$ cat src/rtl/flood_open.sv
// flood_open: breadth-first reveal of a zero-count region on a minesweeper board,
// driving cover-store lookups and open commands one cell at a time.
module flood_open #(
  parameter int x_size = 16,
  parameter int y_size = 16,
  parameter int x_coord_bits = 4,
  parameter int y_coord_bits = 4,
  parameter int ack_timeout = 15
) (
  input  logic                    clk,
  input  logic                    reset,
  input  logic                    start,
  input  logic [x_coord_bits-1:0] start_x,
  input  logic [y_coord_bits-1:0] start_y,
  output logic [x_coord_bits-1:0] cell_x,
  output logic [y_coord_bits-1:0] cell_y,
  input  logic [1:0]              cover_state,
  input  logic [3:0]              adj_count,
  input  logic                    is_mine,
  output logic                    open_out,
  input  logic                    opened_cell,
  output logic                    busy,
  output logic                    done,
  output logic                    hit_mine,
  output logic [8:0]              cells_opened,
  output logic                    timeout_err
);
  localparam int N = x_size * y_size;
  localparam int AW = $clog2(N);
  localparam int PW = $clog2(N + 1);
  localparam int CW = x_coord_bits + y_coord_bits;
  localparam int TW = $clog2(ack_timeout + 1);
  typedef enum logic [2:0] {IDLE, POP, RD, OPEN, ACK, NEIGH, FIN} state_t;
  state_t state_q, state_d;
  logic [N-1:0] vis_q;
  logic [CW-1:0] fifo_q [N];
  logic [PW-1:0] rd_q, wr_q;
  logic [x_coord_bits-1:0] x_q;
  logic [y_coord_bits-1:0] y_q;
  logic [3:0] adj_q;
  logic mine_q, hit_q, tmo_q;
  logic [8:0] cnt_q;
  logic [TW-1:0] tmr_q;
  logic [2:0] nidx_q;
  logic empty, tmr_last, push, in_range;
  logic [CW-1:0] head, push_cell;
  logic [AW-1:0] push_idx, wr_idx;
  int nx, ny;
  assign empty = rd_q == wr_q;
  assign head = fifo_q[rd_q[AW-1:0]];
  assign tmr_last = tmr_q == TW'(ack_timeout - 1);
  assign wr_idx = state_q == IDLE ? '0 : wr_q[AW-1:0];
  // The seed push in IDLE and neighbour pushes in NEIGH share one write port.
  always_comb begin
    nx = int'(x_q) + ((nidx_q == 3'd0 || nidx_q == 3'd3 || nidx_q == 3'd5) ? -1 : (nidx_q == 3'd1 || nidx_q == 3'd6) ? 0 : 1);
    ny = int'(y_q) + (nidx_q < 3'd3 ? -1 : nidx_q < 3'd5 ? 0 : 1);
    in_range = nx >= 0 && nx < x_size && ny >= 0 && ny < y_size;
    push_idx = state_q == IDLE ? AW'(int'(start_y) * x_size + int'(start_x)) : AW'(ny * x_size + nx);
    push_cell = state_q == IDLE ? {start_y, start_x} : {y_coord_bits'(ny), x_coord_bits'(nx)};
    push = state_q == IDLE ? start : (state_q == NEIGH && in_range && !vis_q[push_idx]);
  end
  always_comb begin
    state_d = state_q;
    case (state_q)
      IDLE:  state_d = start ? POP : IDLE;
      POP:   state_d = empty ? FIN : RD;
      RD:    state_d = cover_state != 2'b00 ? POP : OPEN;
      OPEN:  state_d = ACK;
      ACK:   state_d = opened_cell ? ((!mine_q && adj_q == 4'd0) ? NEIGH : POP) : tmr_last ? POP : ACK;
      NEIGH: state_d = nidx_q == 3'd7 ? POP : NEIGH;
      FIN:   state_d = IDLE;
      default: state_d = IDLE;
    endcase
  end
  always_ff @(posedge clk or negedge reset) begin
    if (!reset) state_q <= IDLE;
    else state_q <= state_d;
  end
  always_ff @(posedge clk or negedge reset) begin
    if (!reset) begin
      vis_q <= '0;
      rd_q <= '0;
      wr_q <= '0;
      x_q <= '0;
      y_q <= '0;
      adj_q <= '0;
      mine_q <= 1'b0;
      hit_q <= 1'b0;
      tmo_q <= 1'b0;
      cnt_q <= '0;
      tmr_q <= '0;
      nidx_q <= '0;
    end else begin
      case (state_q)
        IDLE: if (start) begin
          vis_q <= N'(1) << push_idx;
          rd_q <= '0;
          wr_q <= PW'(1);
          cnt_q <= '0;
          hit_q <= 1'b0;
        end
        POP: if (!empty) begin
          {y_q, x_q} <= head;
          rd_q <= rd_q + 1'b1;
        end
        RD: begin
          adj_q <= adj_count;
          mine_q <= is_mine;
          tmr_q <= '0;
        end
        ACK: if (opened_cell) begin
          cnt_q <= cnt_q + 1'b1;
          hit_q <= hit_q | mine_q;
          nidx_q <= '0;
        end else if (tmr_last) tmo_q <= 1'b1;
        else tmr_q <= tmr_q + 1'b1;
        NEIGH: begin
          nidx_q <= nidx_q + 1'b1;
          if (push) begin
            vis_q[push_idx] <= 1'b1;
            wr_q <= wr_q + 1'b1;
          end
        end
        default: ;
      endcase
    end
  end
  always_ff @(posedge clk) begin
    if (push) fifo_q[wr_idx] <= push_cell;
  end
  // During POP the head is presented directly so the registered lookup is valid in RD.
  assign cell_x = (state_q == POP && !empty) ? head[x_coord_bits-1:0] : x_q;
  assign cell_y = (state_q == POP && !empty) ? head[CW-1:x_coord_bits] : y_q;
  assign busy = state_q != IDLE;
  assign done = state_q == FIN;
  assign hit_mine = state_q == FIN && hit_q;
  assign open_out = state_q == OPEN;
  assign cells_opened = cnt_q;
  assign timeout_err = tmo_q;
endmodule

$ cat config.mk
export PLATFORM = sky130hd
export DESIGN_NAME = flood_open
export DESIGN_NICKNAME = d
export VERILOG_FILES = /design/src/rtl/flood_open.sv
export SDC_FILE = /design/constraint.sdc
export NUM_CORES = 2
export LEC_CHECK = 0
export CAP_MARGIN = 5
export CORE_MARGIN = 5
export CORE_UTILIZATION = 35
export DETAILED_ROUTE_END_ITERATION = 6
export GPL_TIMING_DRIVEN = 0
export PLACE_DENSITY_LB_ADDON = 0.08
export SLEW_MARGIN = 20
export SYNTH_ARGS = -nofsm -noshare
export SYNTH_HDL_FRONTEND = slang
export SYNTH_SLANG_ARGS = --single-unit
$ cat constraint.sdc
create_clock -name clk -period 37 [get_ports clk]
set_input_delay 9.25 -clock clk [delete_from_list [all_inputs] [get_ports clk]]
set_output_delay 9.25 -clock clk [all_outputs]
set_load 0.05 [all_outputs]
==> results summary <==
The run finished, with violations left. The final reports fail on design-rule violations. The met3 usage in global routing is 4.12%.

The detailed-route DRC error count is 3. The CTS tree is yes. In this run, flip-flops and latches consume 35.1% of the power.

The fraction of post-synthesis cell area in the top cell type by area is 64.4%. The placed instances occupy a cell area of 105,000 µm². The internal portion of the total power is 7.02 mW.

Net switching is 38.8% of the power. The longest clock path from root to sink contains 4 buffers. The transition time at the pin with the least slew margin is 1.20 ns.

The summed negative setup slack over all endpoints came out at 0 ns. The area of the die is 284,000 µm². The tree is rooted in a sky130_fd_sc_hd__clkbuf_16. The total routed wirelength came out at 331,000 µm. The CTS H-tree depth is 5. The total routing usage reported by global routing is 23.0%. The warning count from the yosys run is 0.

The met2 track demand over resource in global routing came out at 37.1%. The net load switching power came out at 4.45 mW. The required time of the critical path came out at 27.75 ns. The static leakage power is 36.3 nW. The count of input and output buffers is 38. Counting flops with an async set or reset pin after synthesis yields a share of 13.1%. The total number of placement rows came out at 191.

Synthesis produced a netlist whose cell count is 4,997. The core region is 271,000 µm². After routing the design area is 113,000 µm². The first global-routing pass estimated 454,000 µm of wire. The critical path ends at cell_y[0]. Before CTS, the worst setup slack after placement is 20.58 ns. The global placer's final weighted congestion came out at 0.859.

The post-layout instance count excluding filler cells is 9,307. The final hold violation count came to 0. The detailed-router iteration count before antenna repair is 7. After clock tree synthesis, the setup repair step added 0 buffers.

The startpoint identified for the worst register-to-register timing path is nidx_q[2]. The total power divided by cell area came out at 101 nW/µm². The maximum operating frequency is 59.0 MHz. The post-synthesis sequential area ratio came out at 72.4%.

The area of the mapped netlist came out at 95,600 µm². Among the stages of the critical path, the cell type that occurs most often is sky130_fd_sc_hd__clkbuf_1. In this run the register-to-register setup slack is 27.49 ns. The path depth of the worst reg2reg path came out at 27. The synthesis-to-finish area growth is 18.7%. The signal on the critical path passes through clkbuf_1 > clkbuf_1 > clkbuf_1 > buf_2 > buf_12 > clkbuf_1 > mux4_2 > mux4_2 > mux4_2 > mux2i_1 > a21oi_1 > mux2_2 > clkdlybuf4s50_1.

Across the VDD grid, the largest voltage drop is 82.1 µV. Setup slack closes at 20.04 ns. Summed over all instances, the cell type with the most area after synthesis is sky130_fd_sc_hd__edfxtp_1. Once the clock tree was built, the resizer swapped 0 gates to a different size.

In this run the critical register-to-register path is captured at fifo_q[239][5]. Counting tap cells, the placed design contains a total of 8,826 instances. The pin count of the biggest net entering global routing came out at 101. A synthesized cell averages 19.1 µm². The number of DRC markers after the initial detailed-route iteration came out at 5,816. The critical path class is reg2out. The tool flagged a number of max-cap violations equal to 0. The max-slew violation count is 0. Once the floorplan was initialized, standard cells occupied 35.2% of the core. The later pin in the worst-skew pair is clocked with a latency of 0.90 ns. STA classifies the critical path endpoint as an output port. In the post-synthesis netlist, the biggest area contributors are sky130_fd_sc_hd__edfxtp_1, sky130_fd_sc_hd__mux4_2, sky130_fd_sc_hd__dfrtp_1. The detailed placement HPWL is 240,000 µm. The fraction of final layout cells with drive strength greater than 1 is 30.3%. The count of state elements after synthesis is 2,356. The post-synth net total came out at 5,060.

Dividing the detail-routed wire length by the instance count gives 35.6 µm. The maximum cell stage delay along the critical path came out at 0.77 ns. The most frequently used flop master after synthesis is sky130_fd_sc_hd__edfxtp_1. The final period utilization came out at 45.8%. The number of nets in the layout came out at 5,594.

The number of CTS-inserted buffers is 272. The startpoint kind of the worst setup timing path is a flip-flop. The overall die width is 533 µm. Using the TritonRoute via totals, the vias-per-cell ratio works out to 5.67. Among all stages on the critical path, the largest delay is contributed by sky130_fd_sc_hd__clkbuf_1. In this run the remaining antenna-violating nets after routing total 0. Headroom to the max-slew limit came out at 19.9%. In this run the worst setup path begins at rd_q[0].

The classification of the worst-slack hold path is reg2reg. Measured along the y axis, the die boundary spans 533 µm. The overall power consumption is 11.5 mW. The shortest period the worst path allows came out at 16.96 ns. The number of global-route vias before repair is 53.3k. The clock network accounts for 22.5% of the total power.

The top-level port count is 41. The final setup violation count is 0. Global routing used 32.0% of the available met1 tracks. The clock-pin slew on the worst setup and hold paths came out at 0.06 ns. The number of sinks handled by clock tree synthesis is 2,356. The number of different library cells in the post-synthesis netlist came out at 72. Across all layers, the routed design uses 52.7k vias. On the final layout, the worst clock skew is 0.0601 ns. Global routing finished with a remaining overflow of 0. The hold-fix buffer count after cts is 0. The portion of total power attributed to combinational logic is 42.4%.

Yosys mapped a number of flops with a built-in enable equal to 2,048. Setup repair after global routing left no endpoint under its margin. The number of antenna violations at the first check in global routing is 16.

The data arrival time of the critical path came out at 7.71 ns. The biggest fanout along the worst timing path came out at 10. The global routing stage identified its most utilized layer as met2.
## worst max-delay path, delay by kind of cell, from the launching register on
family | cells | cell delay (ns)
buffers and inverters | 7 | 3.98
AO/OA/AOI/OAI | 1 | 0.15
flip-flops | 1 | 0.36
multiplexers | 5 | 2.29
## logic make-up (layout without fill, tap and decap cells)
group,count (synthesis),in the layout,synth area share [%]
AO/OA/AOI/OAI,450,450,2.77
other,0,9,0
multiplexers,792,792,17.9
adder cells (fa/ha/maj),44,44,0.600
XOR/XNOR,27,27,0.247
buffers and inverters,365,1096,1.53
flip-flops,2356,2356,72.4
AND/OR/NAND/NOR,963,963,4.49
## flip-flops by register name, indices dropped and copies added, names as in the netlist
signal        cells
x_q               4
wr_q              9
vis_q           256
hit_q             1
state_q           3
adj_q             4
nidx_q            3
cells_opened      9
mine_q            1
tmr_q             4
y_q               4
timeout_err       1
rd_q              9
fifo_q         2048
## layout by cell type (no fill, tap or decap), drive strengths merged, types with 6 or more instances in the layout
| cell | n |
|---|---|
| dfrtp | 308 |
| nand4 | 24 |
| diode | 9 |
| or3 | 6 |
| a31o | 7 |
| nand2 | 449 |
| clkbuf | 563 |
| mux4 | 735 |
| nand3 | 35 |
| a31oi | 17 |
| bufinv | 11 |
| inv | 30 |
| nor3b | 8 |
| edfxtp | 2048 |
| a211o | 14 |
| mux2 | 20 |
| nor2b | 13 |
| nor3 | 199 |
| ha | 41 |
| nand2b | 12 |
| a21oi | 30 |
| xor2 | 19 |
| and2 | 6 |
| a211oi | 17 |
| clkinv | 99 |
| o21ai | 294 |
| a41oi | 7 |
| a22oi | 6 |
| xnor2 | 8 |
| mux2i | 37 |
| buf | 351 |
| and3b | 6 |
| o221ai | 9 |
| clkdlybuf4s50 | 37 |
| a21o | 8 |
| nor2 | 156 |
| and3 | 24 |
## synthesized netlist by cell type, types with 12 or more instances
cell type	instances
sky130_fd_sc_hd__clkbuf_1	215
sky130_fd_sc_hd__inv_1	20
sky130_fd_sc_hd__nor2b_1	13
sky130_fd_sc_hd__nand2_1	449
sky130_fd_sc_hd__a31oi_1	17
sky130_fd_sc_hd__buf_1	78
sky130_fd_sc_hd__nand3_1	35
sky130_fd_sc_hd__a211o_1	14
sky130_fd_sc_hd__nand2b_1	12
sky130_fd_sc_hd__edfxtp_1	2048
sky130_fd_sc_hd__a211oi_1	17
sky130_fd_sc_hd__nand4_1	23
sky130_fd_sc_hd__mux2i_1	37
sky130_fd_sc_hd__ha_1	41
sky130_fd_sc_hd__nor2_1	156
sky130_fd_sc_hd__and3_1	24
sky130_fd_sc_hd__buf_2	46
sky130_fd_sc_hd__mux4_2	735
sky130_fd_sc_hd__mux2_2	20
sky130_fd_sc_hd__a21oi_1	30
sky130_fd_sc_hd__o21ai_1	43
sky130_fd_sc_hd__nor3_1	199
sky130_fd_sc_hd__dfrtp_1	308
sky130_fd_sc_hd__xor2_1	19
sky130_fd_sc_hd__o21ai_0	250
## metrics by stage
step | utilization [%] | hold WS, ns
finish | 41.8 | 0.462
global route | 41.8 | 0.490
CTS | 41.8 | 0.467
detailed placement | 38.7 | 0.455
global placement | 37.0 | 0.455
floorplan | - | 0.437
## final cells by class
type	count	area, µm²
Antenna cell	9	22.5
Buffer	344	1560
Clock buffer	347	7330
Clock inverter	124	1010
Fill cell	23800	158000
Inverter	21	78.8
Multi-Input combinational cell	2276	25900
Sequential cell	2356	69200
Tap cell	3570	4470
Timing Repair Buffer	260	3850
## layer usage
metal	vias up	wire, µm	share of wire (%)
met1	28800	140000	42
met2	1954	158000	48
met4	4	11900	3.6
li1	21500	-	-
met5	-	25	0.0075
met3	506	21600	6.5
## power groups by stage
stage               sequential, mW  clock (mW)  combinational [mW]
floorplan                     4.45           0                2.19
global placement              4.90           0                4.10
detailed placement            4.08           0                4.88
CTS                           4.02        2.63                4.88
global route                  4.03        2.74                5.08
finish                        4.03        2.58                4.86
## worst min path at each step
stage                     slack [ns]  startpoint  cells after the start    endpoint
after floorplan                 0.44    adj_q[2]                      2    adj_q[2]
after global placement          0.45   vis_q[78]                      2   vis_q[78]
after detailed placement        0.45    adj_q[2]                      2    adj_q[2]
after CTS                       0.47    adj_q[2]                      2    adj_q[2]
after global routing            0.49  vis_q[178]                      2  vis_q[178]
final                           0.46    adj_q[2]                      2    adj_q[2]
Power figures use the tool's default switching activity.
